==> src/rtl/result_display_if.sv <==
// Bus between the arithmetic unit and the result display: result word plus load strobe in, status and display drive out.
interface result_display_if;
    logic [15:0] ans;
    logic        is_signed;
    logic        load;
    logic        busy;
    logic        ovf;
    logic [3:0]  an;
    logic [6:0]  seg;

    modport master (
        output ans, is_signed, load,
        input  busy, ovf, an, seg
    );

    modport slave (
        input  ans, is_signed, load,
        output busy, ovf, an, seg
    );
endinterface

==> src/rtl/result_display.sv <==
// Converts a captured 16-bit result to sign + three BCD digits (double dabble)
// and scans it onto a four-digit active-low seven-segment display.
module result_display #(
    parameter int unsigned REFRESH_DIV = 50000
) (
    input  logic              clock,
    input  logic              reset,
    result_display_if.slave   bus
);
    localparam int unsigned MAG_W = 16;
    localparam int unsigned BCD_W = 20;
    localparam int unsigned CNT_W = 5;
    localparam int unsigned REF_W = $clog2(REFRESH_DIV);

    localparam logic [6:0] SEG_BLANK = 7'b1111111;
    localparam logic [6:0] SEG_DASH  = 7'b0111111;

    typedef enum logic [1:0] {IDLE, CONV, FINISH} state_t;

    state_t             state_q, state_d;
    logic [MAG_W-1:0]   mag_q, mag_d;
    logic [BCD_W-1:0]   bcd_q, bcd_d, bcd_adj;
    logic [CNT_W-1:0]   cnt_q, cnt_d;
    logic               neg_q, neg_d;
    logic               busy_q, busy_d;
    logic               ovf_q, ovf_d;
    logic [3:0]         hun_q, hun_d, ten_q, ten_d, unit_q, unit_d;
    logic               dneg_q, dneg_d;

    logic [REF_W-1:0]   ref_q, ref_d;
    logic [1:0]         dig_q, dig_d;
    logic [3:0]         an_q, an_d;
    logic [6:0]         seg_q, seg_d;

    function automatic logic [6:0] seg_code(input logic [3:0] d);
        case (d)
            4'd0:    seg_code = 7'b1000000;
            4'd1:    seg_code = 7'b1111001;
            4'd2:    seg_code = 7'b0100100;
            4'd3:    seg_code = 7'b0110000;
            4'd4:    seg_code = 7'b0011001;
            4'd5:    seg_code = 7'b0010010;
            4'd6:    seg_code = 7'b0000010;
            4'd7:    seg_code = 7'b1111000;
            4'd8:    seg_code = 7'b0000000;
            4'd9:    seg_code = 7'b0010000;
            default: seg_code = SEG_BLANK;
        endcase
    endfunction

    // Conversion FSM state and datapath registers
    always_ff @(posedge clock or negedge reset) begin
        if (!reset) begin
            state_q <= IDLE;
            mag_q   <= '0;
            bcd_q   <= '0;
            cnt_q   <= '0;
            neg_q   <= 1'b0;
            busy_q  <= 1'b0;
            ovf_q   <= 1'b0;
            hun_q   <= '0;
            ten_q   <= '0;
            unit_q  <= '0;
            dneg_q  <= 1'b0;
        end else begin
            state_q <= state_d;
            mag_q   <= mag_d;
            bcd_q   <= bcd_d;
            cnt_q   <= cnt_d;
            neg_q   <= neg_d;
            busy_q  <= busy_d;
            ovf_q   <= ovf_d;
            hun_q   <= hun_d;
            ten_q   <= ten_d;
            unit_q  <= unit_d;
            dneg_q  <= dneg_d;
        end
    end

    // Next-state and datapath: capture, 16 shift-add-3 iterations, publish
    always_comb begin
        state_d = state_q;
        mag_d   = mag_q;
        bcd_d   = bcd_q;
        cnt_d   = cnt_q;
        neg_d   = neg_q;
        ovf_d   = ovf_q;
        hun_d   = hun_q;
        ten_d   = ten_q;
        unit_d  = unit_q;
        dneg_d  = dneg_q;
        bcd_adj = bcd_q;

        case (state_q)
            IDLE: begin
                if (bus.load) begin
                    neg_d   = bus.is_signed & bus.ans[15];
                    mag_d   = (bus.is_signed & bus.ans[15]) ? MAG_W'(~bus.ans + 16'd1) : bus.ans;
                    bcd_d   = '0;
                    cnt_d   = '0;
                    state_d = CONV;
                end
            end
            CONV: begin
                for (int i = 0; i < 5; i++) begin
                    if (bcd_q[4*i +: 4] >= 4'd5)
                        bcd_adj[4*i +: 4] = bcd_q[4*i +: 4] + 4'd3;
                end
                {bcd_d, mag_d} = (BCD_W + MAG_W)'({bcd_adj, mag_q} << 1);
                cnt_d = cnt_q + CNT_W'(1);
                if (cnt_q == CNT_W'(15))
                    state_d = FINISH;
            end
            FINISH: begin
                ovf_d   = |bcd_q[19:12];
                hun_d   = bcd_q[11:8];
                ten_d   = bcd_q[7:4];
                unit_d  = bcd_q[3:0];
                dneg_d  = neg_q;
                state_d = IDLE;
            end
            default: state_d = IDLE;
        endcase

        busy_d = (state_d != IDLE);
    end

    // Refresh scan registers, free-running and independent of the FSM
    always_ff @(posedge clock or negedge reset) begin
        if (!reset) begin
            ref_q <= '0;
            dig_q <= '0;
            an_q  <= 4'b1111;
            seg_q <= SEG_BLANK;
        end else begin
            ref_q <= ref_d;
            dig_q <= dig_d;
            an_q  <= an_d;
            seg_q <= seg_d;
        end
    end

    // Digit select and segment content from the published display registers
    always_comb begin
        ref_d = ref_q + REF_W'(1);
        dig_d = dig_q;
        if (ref_q == REF_W'(REFRESH_DIV - 1)) begin
            ref_d = '0;
            dig_d = dig_q + 2'd1;
        end

        an_d          = 4'b1111;
        an_d[dig_q]   = 1'b0;
        seg_d         = SEG_BLANK;

        if (ovf_q) begin
            seg_d = SEG_DASH;
        end else begin
            case (dig_q)
                2'd3:    seg_d = dneg_q ? SEG_DASH : SEG_BLANK;
                2'd2:    seg_d = (hun_q == 4'd0) ? SEG_BLANK : seg_code(hun_q);
                2'd1:    seg_d = (hun_q == 4'd0 && ten_q == 4'd0) ? SEG_BLANK : seg_code(ten_q);
                default: seg_d = seg_code(unit_q);
            endcase
        end
    end

    assign bus.busy = busy_q;
    assign bus.ovf  = ovf_q;
    assign bus.an   = an_q;
    assign bus.seg  = seg_q;
endmodule
==> src/flat_wrapper.sv <==
// flat-port wrapper written by rule: the top's interface ports become plain ports
module result_display_flat 
#(
    parameter int unsigned REFRESH_DIV = 50000
)
  (clock, reset, bus_ans, bus_is_signed, bus_load, bus_busy, bus_ovf, bus_an, bus_seg);
  result_display_if bus_i ();
  input  logic clock;
  input  logic reset;
  input wire logic [$bits(bus_i.ans)-1:0] bus_ans;
  input wire logic [$bits(bus_i.is_signed)-1:0] bus_is_signed;
  input wire logic [$bits(bus_i.load)-1:0] bus_load;
  output wire logic [$bits(bus_i.busy)-1:0] bus_busy;
  output wire logic [$bits(bus_i.ovf)-1:0] bus_ovf;
  output wire logic [$bits(bus_i.an)-1:0] bus_an;
  output wire logic [$bits(bus_i.seg)-1:0] bus_seg;
  assign bus_i.ans = bus_ans;
  assign bus_i.is_signed = bus_is_signed;
  assign bus_i.load = bus_load;
  assign bus_busy = bus_i.busy;
  assign bus_ovf = bus_i.ovf;
  assign bus_an = bus_i.an;
  assign bus_seg = bus_i.seg;
  result_display #(.REFRESH_DIV(REFRESH_DIV)) u_core (.clock(clock), .reset(reset), .bus(bus_i));
endmodule
==> config.mk <==
export PLATFORM = sky130hd
export DESIGN_NAME = result_display_flat
export DESIGN_NICKNAME = d
export VERILOG_FILES = /design/src/rtl/result_display_if.sv /design/src/rtl/result_display.sv /design/src/flat_wrapper.sv
export SDC_FILE = /design/constraint.sdc
export NUM_CORES = 1
export LEC_CHECK = 0
export BUFFER_PORTS_ARGS = -buffer_cell sky130_fd_sc_hd__buf_2
export CORE_ASPECT_RATIO = 0.7
export CORE_MARGIN = 3
export CORE_UTILIZATION = 35
export CTS_CLUSTER_DIAMETER = 80
export DETAILED_ROUTE_END_ITERATION = 8
export GPL_TIMING_DRIVEN = 0
export PLACE_DENSITY = 0.64
export SYNTH_ARGS = -nofsm -noshare
export SYNTH_HDL_FRONTEND = slang
export SYNTH_SLANG_ARGS = --single-unit
export TNS_END_PERCENT = 30
==> constraint.sdc <==
create_clock -name clock -period 1.85 [get_ports clock]
set_input_delay 0.0925 -clock clock [delete_from_list [all_inputs] [get_ports clock]]
set_output_delay 0.0925 -clock clock [all_outputs]
set_load 0.005 [all_outputs]
==> After elaboration in Yosys (flattened, before gate mapping) <==
Memory sizes are Yosys's and may differ from the RTL's.
Index checks and enable logic that the tools add are counted.
{ "word_totals": {"regBits": 88, "rom_bits": 336, "out_inout_bits": 13, "elab_cells": 78, "mem_count": 3} }
{ "classes": {"add_sub_neg": 9, "n_lt_le_gt_ge": 7, "n_eq_ne": 8, "n_mux": 23, "bitwise": 3, "n_reduce_logical": 10} }
{ "memory_table": {"columns": ["name", "depth", "width", "read_ports", "rd_clocked_by_memory_dff", "wr", "line_no", "text"], "rows": [
  ["(no name shown)", 16, 7, 1, 0, 0, "result_display.sv:36", "case (d)"],
  ["(no name shown)", 16, 7, 1, 0, 0, "result_display.sv:36", null],
  ["(no name shown)", 16, 7, 1, 0, 0, "result_display.sv:36", null]
]} }
{ "ops": {"columns": ["operator", "n"], "rows": [
  ["2-to-1 mux 16 bit", 3],
  ["case mux 20 bit (2 select lines)", 1],
  ["adder 16 x 1 -> 16 bit (second input constant)", 2],
  ["case mux 16 bit (2 select lines)", 1],
  ["2-to-1 mux 7 bit", 4],
  ["case mux 7 bit (3 select lines)", 1],
  ["greater-or-equal comparator 4 x 3 -> 1 bit (second input constant)", 5],
  ["2-to-1 mux 20 bit", 1],
  ["adder 4 x 2 -> 4 bit (second input constant)", 4],
  ["equality test 16 bit (second input constant)", 1],
  ["2-to-1 mux 4 bit", 4],
  ["NOT 16 bit", 1],
  ["case mux 5 bit (2 select lines)", 1],
  ["zero test 4 bit", 2],
  ["OR reduction 8 bit", 1],
  ["equality test 2 bit (second input constant)", 3],
  ["adder 5 x 1 -> 5 bit (second input constant)", 1],
  ["equality test 5 x 4 -> 1 bit (second input constant)", 1],
  ["2-to-1 mux 5 bit", 1],
  ["equality test 2 x 1 -> 1 bit (second input constant)", 2],
  ["2-to-1 mux 2 bit", 2],
  ["NOT 4 bit", 1],
  ["case mux 2 bit (2 select lines)", 1],
  ["AND reduction 2 bit", 2],
  ["other kinds (12)", 14]
]} }

==> Logic depth before layout (Yosys ltp) <==
{ "logic_depth": {"ltp_word": 5, "ltp_mapped": 6, "mapped_depth_nobuf": 6} }

==> Worst setup path before layout <==
Ideal clock, no wire load.
{ "synth_timing": {"path_kind": "reg2reg", "startpoint": "register u_core.hun_q[1]", "endpoint": "register u_core.seg_q[5] (netlist: u_core.bus.seg[5])", "setup_ps": 99, "arrival_time_ps": 1728, "path_slack_ps": 23, "stages_incl_launch_ff": 7, "path_buffers": 0, "period_less_slack_ps": 1827, "path_cell_list": "dfrtp_1 inv_1 ha_1 and4bb_2 or4b_2 o211ai_1 a32oi_1"} }
{ "synth_between": {"elab_chain_len": 5, "elab_cells_between_ends": 7} }
{ "synth_lines": {"columns": ["element", "line_no", "text"], "rows": [
  ["start, declared", "result_display.sv:27", "logic [3:0] hun_q, hun_d, ten_q, ten_d, unit_q, unit_d;"],
  ["start signal, assigned", "result_display.sv:73", "hun_q <= hun_d;"],
  ["branches (longest 3 deep; another with memory read (16 x 7 bit))", null, null],
  ["case mux 7 bit (3 select lines) (*)", "result_display.sv:159", "case (dig_q)"],
  ["2-to-1 mux 7 bit (*)", "result_display.sv:156", "if (ovf_q) begin"],
  ["named net u_core.seg_d[5]", "result_display.sv:33", "logic [6:0] seg_q, seg_d;"],
  ["end signal, assigned", "result_display.sv:139", "seg_q <= seg_d;"],
  ["end, declared", "result_display.sv:33", null]
]} }
Mark *: on every way through the listed nets, which the timed path passes.
A chain may end at the register's enable or synchronous reset.

==> Worst setup path after layout <==
{ "layout_timing": {"startpoint": "register u_core.state_q[0]", "endpoint": "register u_core.cnt_q[0]"} }
{ "layout_between": {"elab_chain_len": 3, "elab_cells_between_ends": 6} }
{ "layout_lines": {"columns": ["element", "line_no", "text"], "rows": [
  ["start, declared", "result_display.sv:20", "state_t state_q, state_d;"],
  ["start signal, assigned", "result_display.sv:66", "state_q <= state_d;"],
  ["equality test 2 x 1 -> 1 bit or zero test 2 bit (tied branches)", "result_display.sv:94", "case (state_q)"],
  ["nonzero test 2 bit (no line) or inequality test 2 bit (tied branches)", null, null],
  ["AND reduction 2 bit (no line)", null, null],
  ["end signal, assigned", "result_display.sv:69", "cnt_q <= cnt_d;"],
  ["end, declared", "result_display.sv:23", "logic [CNT_W-1:0] cnt_q, cnt_d;"]
]} }
Several ways; a longest one is shown, not always the timed one.

==> flow_metrics.py <==
metrics = {
    "floorplanning": {
        "ioPinCount": 33,
        "design.core.area_sq_mm": 0.01353,
        "fp-row-count": 35,
        "dieWidth_um": 148.5,
        "floorplan.initialDensity": 0.3677,
        "fp.dieArea_sq_mm": 0.01571,
        "die_height_um": 105.8,
    },
    "sta": {
        "maxSlewHeadroom": 0.3578,
        "slew_at_the_pin_closest_to_its_max_slew_limit_ns": 0.9613,
        "finalSetupViolCount": 0,
        "min_period_ns": 1.832,
        "hold_violation_count_in_the_final_report": 0,
        "hold-worst-slack_ns": 0.02796,
        "drv_slew": 0,
        "fin_crit_sh": 0.9903,
        "fmax_ghz": 0.5458,
        "final_worst_clock_skew_ns": 0.006746,
        "rsz0062_at_grt": "true",
    },
    "setup_path": {
        "critPathKind": "reg -> reg",
        "endpoint_kind": "register",
        "worstPathRequired_ns": 2.04,
        "path_max_fanout": 10,
        "cp_slowest_stage_delay_ns": 0.48,
        "cp_cell_sequence": "nor2b_1, clkbuf_1, buf_2, xnor2_1, nor2_1",
        "critical-path-top-delay-family": "buffers and inverters",
        "critical-path-slowest-cell": "sky130_fd_sc_hd__clkbuf_1",
        "setup.worst_path.start_class": "register",
        "worst-path-buf-inv": 2,
        "timing.critical_path.arrival_ns": 2.02,
    },
    "global_route": {
        "grt_pass1_wl_um": 18980,
        "grt_max_degree": 62,
        "number_of_antenna_violations_at_the_first_check_in_global_routing": 0,
        "grt_usage": 0.1501,
        "grt_pass1_vias": 3798,
        "globalRoute.totalOverflow": 0,
    },
    "synthesis": {
        "netlist.area_leader.share": 0.3872,
        "synth-simple-area-share": 0.1471,
        "synth_area_leaders": "sky130_fd_sc_hd__dfrtp_1 39%, sky130_fd_sc_hd__ha_1 9.1%, sky130_fd_sc_hd__dfstp_2 5.8%",
        "post_synthesis_compound_gate_area_fraction": 0.1785,
        "dominant_combinational_cell_family_by_area_after_synthesis": "compound AO/OA/AOI/OAI gates",
        "synth.most_common_cell": "sky130_fd_sc_hd__dfrtp_1",
        "yosys.cell_types.count": 57,
        "yosysSeqAreaShare": 0.4453,
        "syn-mean-instance-area_sq_um": 9.854,
        "synthesis_warnings": 0,
        "yosys.area.top_type": "sky130_fd_sc_hd__dfrtp_1",
        "cells_after_synthesis": 505,
        "async_flop_share": 1.000,
        "yosys.area_share.adder": 0.09052,
        "synth_common_cells": "77 x sky130_fd_sc_hd__dfrtp_1, 50 x sky130_fd_sc_hd__o21ai_0, 36 x sky130_fd_sc_hd__ha_1, 34 x sky130_fd_sc_hd__inv_1, 31 x sky130_fd_sc_hd__nand2_1",
        "synth_edf_count": 0,
        "synth.cell_area_sq_mm": 0.004976,
        "postSynthRegisterBits": 88,
        "yosys-mux-area-fraction": 0.02841,
        "synthesis.nets": 561,
        "synth_xor_area_frac": 0.06512,
        "postSynth.topFlopCell": "sky130_fd_sc_hd__dfrtp_1",
    },
    "worst_hold_path": {
        "hold_path.class": "in -> reg",
    },
    "power": {
        "power.total_uw": 7845,
        "ir_drop_mv": 0.5413,
        "pwr_density_cell_mw_per_mm2": 1357,
        "power_leakage_uw": 0.002461,
    },
    "drt": {
        "routed-via-count": 3959,
        "wl_per_cell_um": 15.07,
        "dr.first_iter.drc_count": 286,
        "remaining_drc_errors": 0,
        "ant_nets": 0,
        "postRouteWirelength_um": 11240,
        "avgViaCountPerCell": 5.307,
        "first_pass_iters": 5,
    },
    "run_status": {
        "result_of_the_run": "finished, final reports clean",
    },
    "finish": {
        "fillers": 1281,
        "antennaDiodeCount": 0,
        "post_route_cells_drive_above_1_share": 0.1729,
        "layout_net_count": 612,
        "finalCoreUtilization": 0.4274,
        "instances_no_fill": 746,
        "final_design_area_no_fill_sq_mm": 0.005783,
        "area.growth.synth_to_final_pct": 16.22,
    },
    "clock_network": {
        "clock_tree.htree_level_count": 3,
        "cts-buffers-inserted": 9,
        "cts_max_path_buffers": 2,
        "clock_sinks": 88,
        "tritoncts_clock_tree": "built",
        "path_clk_slew_ns": 0.06,
        "worst_skew_pair.late_latency_ns": 0.34,
        "buffer_cell_driving_the_clock_tree_root": "sky130_fd_sc_hd__clkbuf_16",
    },
    "placement": {
        "dp.cells": 723,
        "place.port_buffers": 32,
        "post-dp-hpwl_um": 8168,
        "globalplace.congestion": 0.8312,
        "postPlaceCellArea_sq_mm": 0.005398,
    },
    "job": {
        "cap_violations": 0,
    },
}
through the flow:
stage | setup TNS, ns | setup WS, ns
floorplan | 0 | 0.02272
global placement | -6.136 | -0.1977
detailed placement | -0.2194 | -0.2194
CTS | 0 | 0.003280
global route | -0.2126 | -0.1045
finish | 0 | 0.01797
state kept, by name, indices dropped and copies added, names as in the netlist:
name	flops
u_core.bcd_q	20
u_core.bus.an	4
u_core.bus.busy	1
u_core.bus.ovf	1
u_core.bus.seg	7
u_core.cnt_q	5
u_core.dig_q	2
u_core.dneg_q	1
u_core.hun_q	4
u_core.mag_q	16
u_core.neg_q	1
u_core.ref_q	16
u_core.state_q	2
u_core.ten_q	4
u_core.unit_q	4
power by group:
part | total [uW] | switching, uW | internal, uW
logic | 3190 | 1790 | 1400
registers | 2950 | 440 | 2510
clock network | 1710 | 756 | 950
layer usage:
metal,up-vias,share of wire,track usage,routed length (um)
met1,1951,0.52,0.2299,5901
met3,13,0.051,0.03825,570
li1,1909,-,-,-
met4,0,0.010,0.03889,118
met5,-,0,0,0
met2,86,0.41,0.2081,4654
worst paths after layout:
check	startpoint	to	slack, ns	cells after the start
setup / recovery	u_core.state_q[0]	u_core.cnt_q[0]	0.02	5
hold / removal	bus_ans[14]	u_core.mag_q[14]	0.03	3
setup reg to reg	u_core.state_q[0]	u_core.cnt_q[0]	0.02	5
hold reg to reg	u_core.neg_q	u_core.neg_q	0.48	2
max in group asynchronous	reset	u_core.ref_q[2]	1.02	3
min in group asynchronous	reset	u_core.bus.busy	0.21	2
cells by family (layout without fill, tap and decap cells):
family	Yosys count	after routing
AOI/OAI and AO/OA	137	137
DFF	88	88
muxes	13	13
xor gates and xnor gates	37	37
adders and majority gates	36	36
and+or+nand+nor	137	137
buffers and inverters	57	113
worst reg2reg max path: stages, from the launching register on:
cell and delay, ns:
sky130_fd_sc_hd__dfrtp_1 0.44, sky130_fd_sc_hd__nor2b_1 0.21, sky130_fd_sc_hd__clkbuf_1 0.48, sky130_fd_sc_hd__buf_2 0.35, sky130_fd_sc_hd__xnor2_1 0.15, sky130_fd_sc_hd__nor2_1 0.05
timing repair:
| action | 4_1_cts | 5_1_grt |
|---|---|---|
| endpoints found under the hold margin | 27 | 0 |
| resized for setup | 9 | 16 |
| endpoints found under the setup margin | 3 | 32 |
| buffers inserted | 6 | 0 |
| hold buffers | 1 | 0 |
| pin swaps | 5 | 4 |
cell usage in the layout, fill, tap and decap left out, types with 14 or more instances in the layout:
master,count
sky130_fd_sc_hd__a21oi_1,17
sky130_fd_sc_hd__a22oi_1,14
sky130_fd_sc_hd__buf_2,35
sky130_fd_sc_hd__clkbuf_1,17
sky130_fd_sc_hd__dfrtp_1,77
sky130_fd_sc_hd__ha_1,34
sky130_fd_sc_hd__inv_1,30
sky130_fd_sc_hd__nand2_1,31
sky130_fd_sc_hd__nand3_1,22
sky130_fd_sc_hd__nor2_1,28
sky130_fd_sc_hd__o21ai_0,49
sky130_fd_sc_hd__xnor2_1,24
layout make-up:
| type | instances | area (sq um) | share of cell area |
|---|---|---|---|
| buffer | 23 | 102.6 | 0.01774 |
| clock inverter | 4 | 30.03 | 0.005193 |
| clock buffer | 12 | 246.5 | 0.04262 |
| tap | 185 | 231.5 | 0.04003 |
| inverter | 34 | 127.6 | 0.02207 |
| timing repair buffer | 40 | 249.0 | 0.04305 |
| multi-input combinational | 360 | 2580 | 0.4461 |
| sequential | 88 | 2216 | 0.3832 |
Note: power is estimated with default switching activity, not from simulation.
